`src/rtl/alarm_pkg.sv`:
```
// rtl/alarm_pkg.sv - shared state encoding, time field widths and slot record
package alarm_pkg;

  typedef enum logic [1:0] {
    ST_IDLE   = 2'd0,
    ST_RING   = 2'd1,
    ST_SNOOZE = 2'd2
  } state_e;

  localparam int HOUR_W      = 5;
  localparam int MIN_W       = 6;
  localparam int SEC_W       = 6;
  localparam int MAX_HOUR    = 23;
  localparam int MAX_MIN_SEC = 59;

  typedef struct packed {
    logic              en;
    logic [HOUR_W-1:0] hour;
    logic [MIN_W-1:0]  min;
    logic [SEC_W-1:0]  sec;
  } slot_t;

endpackage

```
`src/rtl/alarm_slot_cmp.sv`:
```
// rtl/alarm_slot_cmp.sv - one programmable alarm slot and its time comparator
module alarm_slot_cmp
  import alarm_pkg::*;
(
  input  logic              clk,
  input  logic              rst,
  input  logic              wr_en,
  input  logic              en_in,
  input  logic [HOUR_W-1:0] hour_in,
  input  logic [MIN_W-1:0]  min_in,
  input  logic [SEC_W-1:0]  sec_in,
  input  logic [HOUR_W-1:0] hour_rtc,
  input  logic [MIN_W-1:0]  min_rtc,
  input  logic [SEC_W-1:0]  sec_rtc,
  output logic              en,
  output logic              match
);

  slot_t slot_q, slot_d;
  logic  time_valid;
  logic  time_equal;

  always_comb begin
    slot_d = slot_q;
    if (wr_en) begin
      slot_d.en   = en_in;
      slot_d.hour = hour_in;
      slot_d.min  = min_in;
      slot_d.sec  = sec_in;
    end
  end

  always_ff @(posedge clk) begin
    if (rst) begin
      slot_q <= '0;
    end else begin
      slot_q <= slot_d;
    end
  end

  // Out-of-range times are kept as written but are barred from matching.
  assign time_valid = (slot_q.hour <= HOUR_W'(MAX_HOUR)) &&
                      (slot_q.min  <= MIN_W'(MAX_MIN_SEC)) &&
                      (slot_q.sec  <= SEC_W'(MAX_MIN_SEC));
  assign time_equal = (slot_q.hour == hour_rtc) &&
                      (slot_q.min  == min_rtc) &&
                      (slot_q.sec  == sec_rtc);

  assign en    = slot_q.en;
  assign match = slot_q.en && time_valid && time_equal;

endmodule

```
`src/rtl/alarm_multi_trigger.sv`:
```
// rtl/alarm_multi_trigger.sv - multi-slot alarm: slot compare, trigger priority,
// ring / snooze / timeout state machine
module alarm_multi_trigger
  import alarm_pkg::*;
#(
  parameter int NUM_ALARMS  = 4,
  parameter int IDX_W       = 2,
  parameter int SNOOZE_SEC  = 300,
  parameter int TIMEOUT_SEC = 60,
  parameter int MAX_SNOOZE  = 3
) (
  input  logic                  clk,
  input  logic                  rst,
  input  logic [HOUR_W-1:0]     hour_rtc,
  input  logic [MIN_W-1:0]      min_rtc,
  input  logic [SEC_W-1:0]      sec_rtc,
  input  logic                  alarm_set,
  input  logic [IDX_W-1:0]      alarm_idx_in,
  input  logic                  alarm_en_in,
  input  logic [HOUR_W-1:0]     alarm_hour_in,
  input  logic [MIN_W-1:0]      alarm_min_in,
  input  logic [SEC_W-1:0]      alarm_sec_in,
  input  logic                  pin_check,
  input  logic                  snooze,
  output logic                  alarm_active,
  output logic [IDX_W-1:0]      active_idx,
  output logic                  snoozing,
  output logic                  missed,
  output logic [NUM_ALARMS-1:0] slot_en
);

  localparam int SNZ_W = (MAX_SNOOZE > 0) ? $clog2(MAX_SNOOZE + 1) : 1;
  localparam logic [7:0]       RING_LAST = 8'(TIMEOUT_SEC - 1);
  localparam logic [11:0]      SN_LOAD   = 12'(SNOOZE_SEC);
  localparam logic [SNZ_W-1:0] SNZ_MAX   = SNZ_W'(MAX_SNOOZE);

  logic [NUM_ALARMS-1:0] match, match_q, match_d, rise, en_vec;
  logic [SEC_W-1:0]      sec_q, sec_d;
  logic                  snooze_prev_q, snooze_prev_d;
  state_e                state_q, state_d;
  logic [IDX_W-1:0]      idx_q, idx_d, trig_idx;
  logic [7:0]            ring_cnt_q, ring_cnt_d;
  logic [11:0]           sn_cnt_q, sn_cnt_d;
  logic [SNZ_W-1:0]      snz_cnt_q, snz_cnt_d;
  logic                  missed_q, missed_d;
  logic                  trig_any, tick, snooze_req;

  for (genvar g = 0; g < NUM_ALARMS; g++) begin : g_slot
    alarm_slot_cmp u_slot (
      .clk      (clk),
      .rst      (rst),
      .wr_en    (alarm_set && (alarm_idx_in == IDX_W'(g))),
      .en_in    (alarm_en_in),
      .hour_in  (alarm_hour_in),
      .min_in   (alarm_min_in),
      .sec_in   (alarm_sec_in),
      .hour_rtc (hour_rtc),
      .min_rtc  (min_rtc),
      .sec_rtc  (sec_rtc),
      .en       (en_vec[g]),
      .match    (match[g])
    );
  end

  assign tick       = (sec_rtc != sec_q);
  assign rise       = match & ~match_q;
  assign snooze_req = snooze & ~snooze_prev_q;

  // Scan from the top so the lowest-index rising slot is the one kept.
  always_comb begin
    trig_idx = '0;
    trig_any = 1'b0;
    for (int i = NUM_ALARMS - 1; i >= 0; i--) begin
      if (rise[i]) begin
        trig_idx = IDX_W'(i);
        trig_any = 1'b1;
      end
    end
  end

  always_comb begin
    sec_d         = sec_rtc;
    match_d       = match;
    snooze_prev_d = snooze;
    state_d       = state_q;
    idx_d         = idx_q;
    ring_cnt_d    = ring_cnt_q;
    sn_cnt_d      = sn_cnt_q;
    snz_cnt_d     = snz_cnt_q;
    missed_d      = 1'b0;
    case (state_q)
      ST_IDLE: begin
        if (trig_any) begin
          state_d    = ST_RING;
          idx_d      = trig_idx;
          ring_cnt_d = '0;
          snz_cnt_d  = '0;
        end
      end
      ST_RING: begin
        if (pin_check) begin
          state_d = ST_IDLE;
        end else if (snooze_req && (snz_cnt_q < SNZ_MAX)) begin
          state_d   = ST_SNOOZE;
          snz_cnt_d = snz_cnt_q + 1'b1;
          sn_cnt_d  = SN_LOAD;
        end else if (tick) begin
          if (ring_cnt_q == RING_LAST) begin
            state_d  = ST_IDLE;
            missed_d = 1'b1;
          end else begin
            ring_cnt_d = ring_cnt_q + 8'd1;
          end
        end
      end
      ST_SNOOZE: begin
        if (pin_check) begin
          state_d = ST_IDLE;
        end else if (tick) begin
          if (sn_cnt_q <= 12'd1) begin
            state_d    = ST_RING;
            sn_cnt_d   = '0;
            ring_cnt_d = '0;
          end else begin
            sn_cnt_d = sn_cnt_q - 12'd1;
          end
        end
      end
      default: state_d = ST_IDLE;
    endcase
  end

  always_ff @(posedge clk) begin
    if (rst) begin
      sec_q         <= '0;
      match_q       <= '0;
      snooze_prev_q <= 1'b0;
      state_q       <= ST_IDLE;
      idx_q         <= '0;
      ring_cnt_q    <= '0;
      sn_cnt_q      <= '0;
      snz_cnt_q     <= '0;
      missed_q      <= 1'b0;
    end else begin
      sec_q         <= sec_d;
      match_q       <= match_d;
      snooze_prev_q <= snooze_prev_d;
      state_q       <= state_d;
      idx_q         <= idx_d;
      ring_cnt_q    <= ring_cnt_d;
      sn_cnt_q      <= sn_cnt_d;
      snz_cnt_q     <= snz_cnt_d;
      missed_q      <= missed_d;
    end
  end

  assign alarm_active = (state_q == ST_RING);
  assign snoozing     = (state_q == ST_SNOOZE);
  assign active_idx   = idx_q;
  assign missed       = missed_q;
  assign slot_en      = en_vec;

endmodule

```
`config.mk`:
```
export PLATFORM = sky130hd
export DESIGN_NAME = alarm_multi_trigger
export DESIGN_NICKNAME = d
export VERILOG_FILES = /design/src/rtl/alarm_pkg.sv /design/src/rtl/alarm_slot_cmp.sv /design/src/rtl/alarm_multi_trigger.sv
export SDC_FILE = /design/constraint.sdc
export NUM_CORES = 1
export LEC_CHECK = 0
export CAP_MARGIN = 40
export CELL_PAD_IN_SITES_DETAIL_PLACEMENT = 1
export CELL_PAD_IN_SITES_GLOBAL_PLACEMENT = 1
export CORE_MARGIN = 2
export CORE_UTILIZATION = 38
export DETAILED_ROUTE_END_ITERATION = 10
export HOLD_SLACK_MARGIN = 0.05
export PLACE_DENSITY_LB_ADDON = 0.05
export SLEW_MARGIN = 10
export SYNTH_ARGS = -nofsm -noshare
export SYNTH_HDL_FRONTEND = slang
export SYNTH_SLANG_ARGS = --single-unit
```
`constraint.sdc`:
```
create_clock -name clk -period 2.46 [get_ports clk]
set_input_delay 0.492 -clock clk [delete_from_list [all_inputs] [get_ports clk]]
set_output_delay 0.492 -clock clk [all_outputs]
set_load 0.005 [all_outputs]
```
Yosys cells after proc, flatten, opt, wreduce, memory -nomap -nowiden
Cells that the tools add are included.
{"block": "totals", "output_inout_bits": 9, "regBits": 110, "word_cells": 157}
{"block": "classes", "n_bitwise": 6, "addsub": 3, "mux": 37, "magnitude_cmp": 14, "n_reduce_logical": 40, "eq_ne": 32}
{"operator": "$mux W8", "count": 8}
{"operator": "$mux W12", "count": 5}
{"operator": "$eq A6 B6 Y1", "count": 8}
{"operator": "$le A6 B6 Y1 const B", "count": 8}
{"operator": "$mux W2", "count": 15}
{"operator": "$logic_and A1 B1 Y1", "count": 29}
{"operator": "$pmux W12 S2", "count": 1}
{"operator": "$pmux W8 S3", "count": 1}
{"operator": "$eq A5 B5 Y1", "count": 4}
{"operator": "$le A5 B5 Y1 const B", "count": 4}
{"operator": "$le A12 B1 Y1 const B", "count": 1}
{"operator": "$sub A12 B1 Y12 const B", "count": 1}
{"operator": "$ne A2 B2 Y1 const B", "count": 5}
{"operator": "$reduce_and A5 Y1", "count": 2}
{"operator": "$reduce_and A9 Y1", "count": 1}
{"operator": "$add A8 B1 Y8 const B", "count": 1}
{"operator": "$eq A8 B6 Y1 const B", "count": 1}
{"operator": "$ne A2 B1 Y1 const B", "count": 4}
{"operator": "$ne A4 B2 Y1 const B", "count": 2}
{"operator": "$eq A2 B2 Y1 const B", "count": 3}
{"operator": "$ne A3 B2 Y1 const B", "count": 2}
{"operator": "$ne A6 B6 Y1", "count": 1}
{"operator": "$pmux W2 S3", "count": 1}
{"operator": "$mux W1", "count": 5}
{"operator": "other kinds (14)", "count": 19}

Depth between registers and ports, before layout
Gate-level depths: netlist of the first run.
{"block": "logic_depth", "word_depth": 12, "depth_mapped": 9}

Cells and area by module
A second synthesis of the first run with hierarchy kept.
{"block": "hier_totals", "cells_unflattened": 573, "area_unflattened_um2": 5342.6}
{"module": "alarm_slot_cmp", "seq_area_each_um2": 360.3, "area_per_inst_um2": 853.3, "instances": 4, "cells_per_inst": 88}
{"module": "alarm_multi_trigger", "seq_area_each_um2": 760.7, "area_per_inst_um2": 1929.4, "instances": 1, "cells_per_inst": 221}

Least setup slack after synthesis of the first run
OpenSTA, ideal clock, no wires.
{"block": "synth_timing", "path_kind": "input-to-reg", "from": "input sec_rtc[3]", "to": "register ring_cnt_q[0]", "arrival_time_ps": 2350, "n_path_buf": 1, "setup_time_ps": 121, "slack_ps": -11, "required_ps": 2339, "stages": 8, "cell_sequence": "buf_6 -> xor2_1 -> a2111oi_2 -> o211ai_1 -> or4_4 -> a41oi_4 -> nor3_2 -> mux2_4"}
{"block": "synth_between", "elab_chain_len": 10}
{"element": "start: declaration", "line": "alarm_multi_trigger.sv:16", "rtl": "input logic [SEC_W-1:0] sec_rtc,"}
{"element": "$eq A6 B6 Y1", "line": "alarm_slot_cmp.sv:47", "rtl": "(slot_q.sec == sec_rtc);"}
{"element": "$logic_and A1 B1 Y1", "line": "alarm_slot_cmp.sv:46", "rtl": "(slot_q.min == min_rtc) &&"}
{"element": "$logic_and A1 B1 Y1", "line": "alarm_slot_cmp.sv:50", "rtl": "assign match = slot_q.en && time_valid && time_equal;"}
{"element": "$and A4 B4 Y4", "line": "alarm_multi_trigger.sv:66", "rtl": "assign rise = match & ~match_q;"}
{"element": "$mux W1 (4 in a row)", "line": "alarm_multi_trigger.sv:74", "rtl": "if (rise[i]) begin"}
{"element": "$ne A2 B2 Y1 (no source line)"}
{"element": "$reduce_and A9 Y1 (no source line) (*)"}
{"element": "end signal: assignment", "line": "alarm_multi_trigger.sv:150", "rtl": "ring_cnt_q <= ring_cnt_d;"}
{"element": "end: declaration", "line": "alarm_multi_trigger.sv:42", "rtl": "logic [7:0] ring_cnt_q, ring_cnt_d;"}
Every way passes the cells marked *; elsewhere a longest branch is shown, timed or not.
A chain may end at the register's enable or synchronous reset.

Worst setup path after layout of the first run
{"block": "layout_timing", "from": "input sec_rtc[4]", "to": "register ring_cnt_q[2]"}
The elaborated chain is that of the path after synthesis.

==> results.json, run 1 <==
{
  "clock.fmax_ghz": 0.401,
  "ys_seq_area_share_pct": 41.8,
  "clk_path_buf_depth": 2,
  "hold_viol": 0,
  "crit_type": "primary input to flop",
  "dr.pass1.iters": 4,
  "nFillCells": 1690,
  "worst_slew_pin_slew_ns": 0.562,
  "slew_viol_final": 0,
  "cts_inserted_buffers": 9,
  "power_density_nw_per_um2": 578,
  "row_count": 43,
  "vias_per_cell": 5.28,
  "yosysTopAreaCellShare_pct": 41.8,
  "violations": "negative setup slack",
  "clkLatencyLatePin_ns": 0.36,
  "grt_pass1_vias": 5260,
  "synth_edf_count": 0,
  "cts_tree": "yes",
  "die_width_um": 122,
  "vdd.ir_drop.worst_uv": 372,
  "clk_pin_slew_ns": 0.08,
  "antenna_cells": 0,
  "vias": 4978,
  "ant_nets": 0,
  "htree_levels": 3,
  "synth_area_sq_um": 5270,
  "overflow": 0,
  "pin_count": 51,
  "fin_nets": 804,
  "timing.slew.headroom_pct": 62.5,
  "drtIter0Drc": 250,
  "totalWireLength_um": 18300,
  "routedWlPerCell_um": 19.4,
  "critPathBufInv": 1,
  "syn_avg_cell_area_sq_um": 7.86,
  "synth.distinct_cells": 56,
  "multiInputGateArea_sq_um": 2970,
  "cp-end-kind": "flop",
  "worstPathArrival_ns": 2.74,
  "syn2layout_area_growth_pct": 28.7,
  "syn-instance-count": 670,
  "synthArstFlopShare_pct": 0,
  "ys_ff_latch": 110,
  "drc": 0,
  "period_share_pct": 101,
  "start_util_pct": 38.4,
  "ys_top_cells_by_area": "dfxtp_1 (42%), nand2_1 (12%), a21oi_1 (8.6%)",
  "setup_viol": 4,
  "final_common_cell": "nand2_1",
  "synth_flop_cell": "dfxtp_1",
  "fin_skew_ns": 0.00698,
  "setup_ws_ns": -0.0308,
  "crit_family": "simple AND/OR/NAND/NOR gates",
  "root_buffer": "clkbuf_16",
  "slowest_delay_ns": 0.56,
  "ys_warn_count": 0,
  "grt_usage_pct": 25.6,
  "crit_slowest_cell": "or4_4",
  "fin_crit_ns": 2.49,
  "antenna_found_initial": 0,
  "whs_ns": 0.464,
  "cp.required_ns": 2.71,
  "hold_buffers": 0,
  "final_cell_mix": "nand2_1 (171), dfxtp_1 (107), a21oi_1 (90), buf_4 (67), xnor2_1 (34)",
  "dieHeight_um": 122,
  "seq_area_sq_um": 2210,
  "core-area_sq_um": 13700,
  "status": "complete, but fails checks",
  "hp-class": "flop to flop",
  "grt_pass1_wl_um": 28500,
  "synth_nets": 716,
  "portBuffers": 50,
  "placed_cells": 919,
  "gp_routability_congestion": 0.902,
  "die-area_sq_um": 14800,
  "synth_top_cell_by_area": "dfxtp_1",
  "fin_tns_setup_ns": -0.0695,
  "clkSinkCount": 110,
  "rsz0062_at_grt": "yes",
  "final_util_pct": 49.4,
  "critPathMaxFanout": 4,
  "grt_start_max_net_pins": 57,
  "critPathLaunchType": "primary input",
  "final_cell_count_no_fill": 943,
  "hpwl_um": 13400,
  "power_leakage_nw": 2.54,
  "drv_cap": 0,
  "crit_chain": "dlygate4sd2_1 > xor2_1 > nor4_2 > nand4_1 > or4_4 > a41oi_4 > nor2_2 > a32o_1",
  "drive_gt1_share_pct": 16.6
}
state kept, by name, indices dropped and copies added (netlist names):
name                  flops
g_slot.u_slot.slot_q     68
sn_cnt_q                 12
ring_cnt_q                8
sec_q                     6
g_slot.u_slot.en          4
match_q                   4
active_idx                2
snz_cnt_q                 2
state_q                   2
missed                    1
snooze_prev_q             1
synthesized netlist by cell type (3+ instances only):
| cell | n |
|---|---|
| or4_1 | 4 |
| nor3_1 | 9 |
| nand2b_1 | 6 |
| nor4_1 | 11 |
| a31oi_1 | 3 |
| xor2_1 | 27 |
| a21o_1 | 3 |
| clkbuf_1 | 31 |
| or2_2 | 3 |
| buf_2 | 3 |
| nor2_1 | 33 |
| ha_1 | 4 |
| inv_1 | 13 |
| nand2_1 | 171 |
| o41ai_1 | 3 |
| dfxtp_1 | 110 |
| nand4_1 | 10 |
| nor2b_1 | 15 |
| a21oi_1 | 90 |
| o21ai_0 | 12 |
| a211oi_1 | 3 |
| nor3b_1 | 3 |
| buf_1 | 3 |
| and3_1 | 4 |
| buf_4 | 4 |
| xnor2_1 | 37 |
| nand3_1 | 13 |
path summary, 6_finish.rpt:
path                                                               from                                       to  slack (ns)  cells past startpoint
worst max-delay path                                         sec_rtc[4]               ring_cnt_q[2]$_SDFFE_PP0P_       -0.03                      8
worst min register to register  g_slot[3].u_slot.slot_q[4]$_SDFFE_PP0P_  g_slot[3].u_slot.slot_q[4]$_SDFFE_PP0P_        0.46                      2
worst min-delay path            g_slot[3].u_slot.slot_q[4]$_SDFFE_PP0P_  g_slot[3].u_slot.slot_q[4]$_SDFFE_PP0P_        0.46                      2
worst max register to register  g_slot[2].u_slot.slot_q[7]$_SDFFE_PP0P_               ring_cnt_q[2]$_SDFFE_PP0P_       -0.01                      7
layer usage:
layer | vias to the layer above | wire, um | global-route usage [%]
met5 | - | 0 | 0
met4 | 0 | 293 | 7.69
met3 | 17 | 663 | 4.26
met2 | 89 | 9590 | 47.5
met1 | 2436 | 7740 | 30.1
li1 | 2436 | - | -
power by group:
part | switching (mW) | total, mW | internal (mW)
Clock | 0.698 | 1.59 | 0.893
Combinational | 0.256 | 0.460 | 0.203
Sequential | 0.0406 | 1.87 | 1.82
worst register-to-register path: cells and delay by family (launching register included):
family	cells	cell delay, ns
compound gates	2	0.63
simple gates	4	1.23
flops	1	0.33
xor+xnor	1	0.17
cell type report:
cell class                      instances  area share, %
Sequential cell                       110           32.6
Inverter                               13          0.720
Clock buffer                           10           3.38
Multi-Input combinational cell        505           43.8
Timing Repair Buffer                  119           14.9
Clock inverter                          6           1.27
Tap cell                              180           3.32
stage by stage:
| step | setup slack [ns] | cell area [sq um] | total power [mW] |
|---|---|---|---|
| after floorplan | 0.0228 | 5270 | 2.11 |
| after global placement | -0.660 | 6280 | 2.34 |
| after detailed placement | -0.720 | 6280 | 2.35 |
| after CTS | 0.0000566 | 6750 | 3.94 |
| after global routing | -0.0880 | 6780 | 4.06 |
| final | -0.0308 | 6780 | 3.92 |
cell families after synthesis:
group                    share of synthesized area [%]
XOR/XNOR                                          10.6
AND/OR/NAND/NOR                                   26.0
multiplexers                                     0.475
flip-flops                                        41.8
buffers and inverters                             4.42
adder cells (fa/ha/maj)                          0.951
AO/OA/AOI/OAI                                     15.6
what timing repair did:
action / in CTS / in global routing
hold endpoints to repair: 0 / 0
pin swaps: 17 / 12
resized for setup: 52 / 15
buffers inserted: 6 / 3
endpoints found under the setup margin: 12 / 10
(Power assumes the default switching activity.)
==> run 2: changes to the inputs <==
--- a/config.mk
+++ b/config.mk
@@ -5,7 +5,6 @@
 export SDC_FILE = /design/constraint.sdc
 export NUM_CORES = 1
 export LEC_CHECK = 0
-export CAP_MARGIN = 40
 export CELL_PAD_IN_SITES_DETAIL_PLACEMENT = 1
 export CELL_PAD_IN_SITES_GLOBAL_PLACEMENT = 1
 export CORE_MARGIN = 2
==> results of run 2 <==
No change in the layout: final DEF, timing and power equal those of run 1.
